--- config.mk ---
export PLATFORM = sky130hd
export DESIGN_NAME = pc_sequencer
export DESIGN_NICKNAME = d
export VERILOG_FILES = /design/src/rtl/pc_sequencer.sv
export SDC_FILE = /design/constraint.sdc
export NUM_CORES = 1
export LEC_CHECK = 0
export CAP_MARGIN = 20
export CELL_PAD_IN_SITES_DETAIL_PLACEMENT = 1
export CELL_PAD_IN_SITES_GLOBAL_PLACEMENT = 1
export CORE_MARGIN = 10
export CORE_UTILIZATION = 42
export DETAILED_ROUTE_END_ITERATION = 16
export DONT_BUFFER_PORTS = 1
export PLACE_DENSITY = 0.77
export SLEW_MARGIN = 10
export SYNTH_ARGS = -nofsm -noshare
export SYNTH_HDL_FRONTEND = slang
export SYNTH_SLANG_ARGS = --single-unit
--- constraint.sdc ---
create_clock -name CLK -period 3.7 [get_ports CLK]
set_input_delay 0.74 -clock CLK [delete_from_list [all_inputs] [get_ports CLK]]
set_output_delay 0.74 -clock CLK [all_outputs]
set_load 0.01 [all_outputs]
--- src/rtl/pc_sequencer.sv ---
// pc_sequencer: program-counter sequencer for a single-issue fetch stage.
// Chooses the next PC from sequential, jump, jump-register and branch
// sources. A redirect that arrives while the fetch is still outstanding
// is parked in pend_pc until the instruction memory answers.
//
// state | meaning
// ------+-------------------------------------------------------------
// FETCH | normal fetch; PC advances on every accepted word
// PEND  | redirect target latched in pend_pc, waiting for ihit
// HALT  | HALT retired; fetch off, PC and icount frozen until RST
module pc_sequencer #(
  parameter logic [31:0] PC_INIT = 32'h0000_0000
) (
  input  logic        CLK,
  input  logic        RST,
  input  logic [1:0]  pcsrc,
  input  logic        zero_sel,
  input  logic        zero,
  input  logic [25:0] jaddr,
  input  logic [15:0] imm16,
  input  logic [31:0] rdat1,
  input  logic        ihit,
  input  logic        stall,
  input  logic        halt,
  output logic [31:0] imemaddr,
  output logic        imemREN,
  output logic [31:0] pc_plus4,
  output logic        redirect,
  output logic        halted,
  output logic [31:0] icount
);

  localparam logic [1:0] SRC_ADD4   = 2'd0;
  localparam logic [1:0] SRC_JUMP   = 2'd1;
  localparam logic [1:0] SRC_JR     = 2'd2;
  localparam logic [1:0] SRC_BRANCH = 2'd3;

  typedef enum logic [1:0] {
    ST_FETCH = 2'd0,
    ST_PEND  = 2'd1,
    ST_HALT  = 2'd2
  } state_t;

  state_t      state;
  state_t      state_next;

  logic [31:0] pc;
  logic [31:0] pend_pc;
  logic [31:0] br_offset;
  logic [31:0] target;
  logic        taken;
  logic        is_redir;
  logic        advance;
  logic        halt_now;

  // Control strobes produced by the next-state logic for the datapath.
  logic        pc_load;
  logic        pc_from_pend;
  logic        pend_load;
  logic        redir_set;

  assign pc_plus4  = pc + 32'd4;
  assign imemaddr  = pc;
  assign br_offset = {{14{imm16[15]}}, imm16, 2'b00};
  assign taken     = (pcsrc == SRC_BRANCH) && (zero == zero_sel);
  assign is_redir  = (pcsrc == SRC_JUMP) || (pcsrc == SRC_JR) || taken;
  assign advance   = ihit && !stall && (state != ST_HALT);
  // A HALT word that is actually accepted this cycle; it beats any redirect.
  assign halt_now  = halt && advance;

  // Next-PC target mux; all arithmetic wraps modulo 2^32.
  always_comb begin
    target = pc_plus4;
    case (pcsrc)
      SRC_ADD4:   target = pc_plus4;
      SRC_JUMP:   target = {pc_plus4[31:28], jaddr, 2'b00};
      SRC_JR:     target = rdat1;
      SRC_BRANCH: target = taken ? (pc_plus4 + br_offset) : pc_plus4;
      default:    target = pc_plus4;
    endcase
  end

  // State register.
  always_ff @(posedge CLK) begin
    if (RST) begin
      state <= ST_FETCH;
    end else begin
      state <= state_next;
    end
  end

  // Next-state and datapath control decode.
  always_comb begin
    state_next   = state;
    pc_load      = 1'b0;
    pc_from_pend = 1'b0;
    pend_load    = 1'b0;
    redir_set    = 1'b0;
    case (state)
      ST_FETCH: begin
        if (halt_now) begin
          state_next = ST_HALT;
        end else if (advance) begin
          pc_load   = 1'b1;
          redir_set = is_redir;
        end else if (is_redir && !ihit && !stall) begin
          pend_load  = 1'b1;
          state_next = ST_PEND;
        end
      end
      ST_PEND: begin
        if (halt_now) begin
          state_next = ST_HALT;
        end else if (advance) begin
          // The parked target wins; whatever pcsrc shows now is ignored.
          pc_load      = 1'b1;
          pc_from_pend = 1'b1;
          redir_set    = 1'b1;
          state_next   = ST_FETCH;
        end
      end
      ST_HALT: begin
        state_next = ST_HALT;
      end
      default: begin
        state_next = ST_FETCH;
      end
    endcase
  end

  // Moore outputs decoded from the current state.
  always_comb begin
    imemREN = 1'b0;
    halted  = 1'b0;
    case (state)
      ST_FETCH: imemREN = 1'b1;
      ST_PEND:  imemREN = 1'b1;
      ST_HALT:  halted  = 1'b1;
      default:  imemREN = 1'b0;
    endcase
  end

  // PC, parked target and retired-fetch counter.
  always_ff @(posedge CLK) begin
    if (RST) begin
      pc      <= PC_INIT;
      pend_pc <= 32'h0000_0000;
      icount  <= 32'h0000_0000;
    end else begin
      if (pc_load) begin
        pc     <= pc_from_pend ? pend_pc : target;
        icount <= icount + 32'd1;
      end
      if (pend_load) begin
        pend_pc <= target;
      end
    end
  end

  // Redirect pulse: high only in the cycle after a non-sequential load.
  always_ff @(posedge CLK) begin
    if (RST) begin
      redirect <= 1'b0;
    end else begin
      redirect <= redir_set;
    end
  end

endmodule

==> impl_metrics.yaml <==
timing:
  rsz0062_at_grt: "yes"
  setup_ws_ns: -0.143
  final_period_minus_worst_setup_slack_ns: 3.84
  setup_viol_count_final: 7
  timing.clock.skew_ns: 0.0119
  report.final.hold_viol_count: 0
  max_freq_ghz: 0.260
  worst_pin_slew_ns: 0.913
  period_share_pct: 104
  max-slew-margin-rel_pct: 38.7
  final-max-slew-violation-count: 0
cts:
  root_cell_of_the_clock_tree: "sky130_fd_sc_hd__clkbuf_16"
  ctsLongestPathBuffers: 2
  clock_tree.htree_level_count: 3
  cts_tree: "built"
  clkSinkCount: 99
  cts.clk_slew.worst_paths_ns: 0.07
  cts_buffers: 9
  clk_latency_ns: 0.35
worst_setup_path:
  timing.critical_path.max_delay_family: "simple AND/OR/NAND/NOR gates"
  path_max_fanout: 5
  cp_slowest_cell: "sky130_fd_sc_hd__or3_4"
  worst-r2r-setup-slack_ns: -0.14
  setup.worst_path.end_class: "flip-flop"
  arrival_ns: 4.07
  cp-start-kind: "flip-flop"
  critical_path.most_common_cell: "sky130_fd_sc_hd__or3_4"
  timing.setup.critical_path_class: "flip-flop to flip-flop"
  crit_buf_inv: 1
  critical_path.cell_chain: "nand2_1, or3_4, buf_6, nor2_4, nand4_1, xnor2_2, ha_4, nor2b_1, nor2_1, o21ai_1, o21a_1, or3_4, and3_4, or4_4, a41oi_2, o221ai_1"
  crit_required_ns: 3.93
  max_stage_delay_ns: 0.45
floorplan:
  rows: 47
  die_x_um: 150
  die_area_um2: 22600
  coreArea_um2: 16600
  ioPinCount: 182
  die_y_um: 150
  effective_utilization_at_floorplan_pct: 43.0
logic_synthesis:
  synth_sequential_area_ratio_pct: 27.8
  synth_warnings: 0
  synth_enable_flop_cells: 0
  avgSynthCellArea_um2: 7.39
  synth_fp_nets: 1085
  synthDistinctLibCells: 67
  synth_async_sr_flop_share_pct: 0
  yosys_most_used_dff: "sky130_fd_sc_hd__dfxtp_1"
  synth_area_um2: 7130
  synthesis.instances: 964
  register_bit_count_reported_by_yosys: 99
detailed_routing:
  routed_via_density: 6.05
  route.detailed.drc: 0
  initialDrtViolationCount: 457
  ant_nets: 0
  vias: 7975
  drtPass1Iterations: 6
  route.detailed.wl_per_inst_um: 23.0
  postRouteWirelength_um: 30300
layout:
  filler_cell_count: 2049
  final_net_count: 1214
  most-common-layout-cells: "sky130_fd_sc_hd__buf_4 (172), sky130_fd_sc_hd__nand2_1 (116), sky130_fd_sc_hd__nor2_1 (110)"
  antenna-diode-count: 0
  layout.cells.non_filler: 1318
  multiInputGateArea_um2: 5340
  post_route_cells_drive_above_1_share_pct: 27.6
  most_common_cell_after_layout_fill_and_taps_aside: "sky130_fd_sc_hd__buf_4"
  regArea_um2: 2020
  synthToLayoutAreaGrowth_pct: 32.2
  finalCoreUtilization_pct: 56.8
grt:
  grtUsageTotal_pct: 24.7
  grt-ovfl-total: 0
  antenna_found_initial: 0
  global_route_wire_length_before_repair_um: 44200
  grt_pass1_vias: 8163
  grt_max_degree: 87
placed_design:
  io_buffer_count: 0
  place.gp.congestion: 0.969
  numPlacedInstances: 1287
  dp.final_hpwl_um: 22700
outcome:
  status: "complete, but fails checks"
  failed_checks: "setup timing"
min_path:
  hold_path_class: "flip-flop to flip-flop"
flow_run:
  timing.max_cap.violations: 0
power:
  power-per-cell-area_nw_per_um2: 309
  ir_worst_vdd_mv: 0.258
  report.power.total_mw: 2.91
  p_leak_nw: 3.77
## state kept, by name, summed over array words and instances (netlist names)
register,flops
redirect,1
icount,32
imemaddr,32
pend_pc,32
state,2
## cells by family after synthesis
kind of cell | Yosys count | share of synthesized area, %
and+or+nand+nor | 367 | 24.0
AOI/OAI and AO/OA | 296 | 26.9
DFF | 99 | 27.8
buffers and inverters | 84 | 4.62
xor gates and xnor gates | 76 | 9.34
adders and majority gates | 38 | 6.78
muxes | 4 | 0.562
## per-stage QoR
stage	instance area (um2)	TNS [ns]	setup WS [ns]	hold WS, ns
floorplan	7270	-0.181	-0.0822	0.432
global placement	8510	-1.27	-0.207	0.437
detailed placement	8510	-1.94	-0.315	0.442
CTS	9080	-0.0752	-0.0384	0.449
global route	9420	-2.68	-0.278	0.439
finish	9420	-0.470	-0.143	0.456
## layer usage
metal	part of all wire, %	wire length, um	global-route usage [%]
met1	38	11600	26.5
met4	4.9	1470	11.0
met3	7.1	2150	7.20
met2	50	15000	43.8
met5	0	0	0
## power by group
part	leakage, nW	total (mW)	switching (mW)	internal [mW]
logic	2.78	0.721	0.424	0.297
clock network	0.173	1.07	0.420	0.647
registers	0.812	1.12	0.0249	1.10
total	3.77	2.91	0.868	2.04
## area by class of cell
type,instances,area share [%]
timing repair buffer,176,14.2
sequential,99,21.5
inverter,26,1.04
clock inverter,3,0.505
tap,220,2.92
clock buffer,13,3.21
multi-input combinational,781,56.7
## cell usage after synthesis (6+ instances only)
library cell / count / area, um2
sky130_fd_sc_hd__a211oi_1: 17 / 128
sky130_fd_sc_hd__a21o_1: 15 / 113
sky130_fd_sc_hd__a21oi_1: 80 / 400
sky130_fd_sc_hd__a221oi_1: 16 / 140
sky130_fd_sc_hd__a22oi_1: 16 / 120
sky130_fd_sc_hd__a31oi_1: 10 / 62.6
sky130_fd_sc_hd__and2_1: 8 / 50.1
sky130_fd_sc_hd__and4_1: 6 / 52.6
sky130_fd_sc_hd__clkbuf_1: 48 / 180
sky130_fd_sc_hd__dfxtp_1: 99 / 1980
sky130_fd_sc_hd__ha_1: 37 / 463
sky130_fd_sc_hd__inv_1: 25 / 93.8
sky130_fd_sc_hd__nand2_1: 118 / 443
sky130_fd_sc_hd__nand2b_1: 6 / 37.5
sky130_fd_sc_hd__nand3_1: 28 / 140
sky130_fd_sc_hd__nand4_1: 25 / 156
sky130_fd_sc_hd__nor2_1: 120 / 450
sky130_fd_sc_hd__nor3_1: 18 / 90.1
sky130_fd_sc_hd__o211ai_1: 9 / 67.6
sky130_fd_sc_hd__o21a_1: 6 / 45.0
sky130_fd_sc_hd__o21ai_0: 53 / 265
sky130_fd_sc_hd__o21ai_1: 17 / 85.1
sky130_fd_sc_hd__o22ai_1: 9 / 56.3
sky130_fd_sc_hd__or3_1: 13 / 81.3
sky130_fd_sc_hd__xnor2_1: 28 / 245
sky130_fd_sc_hd__xor2_1: 48 / 420
## final timing paths
check / startpoint / end / cells after the start
setup / recovery: imemaddr[5]$_SDFFE_PP0P_ / imemaddr[31]$_SDFFE_PP0P_ / 16
hold / removal: pend_pc[23]$_SDFFE_PP0P_ / pend_pc[23]$_SDFFE_PP0P_ / 2
setup reg to reg: imemaddr[5]$_SDFFE_PP0P_ / imemaddr[31]$_SDFFE_PP0P_ / 16
hold reg to reg: pend_pc[23]$_SDFFE_PP0P_ / pend_pc[23]$_SDFFE_PP0P_ / 2
## timing repair
action                     in CTS  in global routing
pin swaps                      29                 28
hold buffers                    0                  0
setup buffers                   9                  6
setup endpoints to repair      14                 29
resized for setup              37                 50
## worst min-delay path: cells and delay by family, from the launching register on
family           cells  cell delay, ns
AO/OA/AOI/OAI        1            0.05
flip-flops           1            0.31
AND/OR/NAND/NOR      1            0.05
No activity file was read; power rests on OpenSTA's default activity.
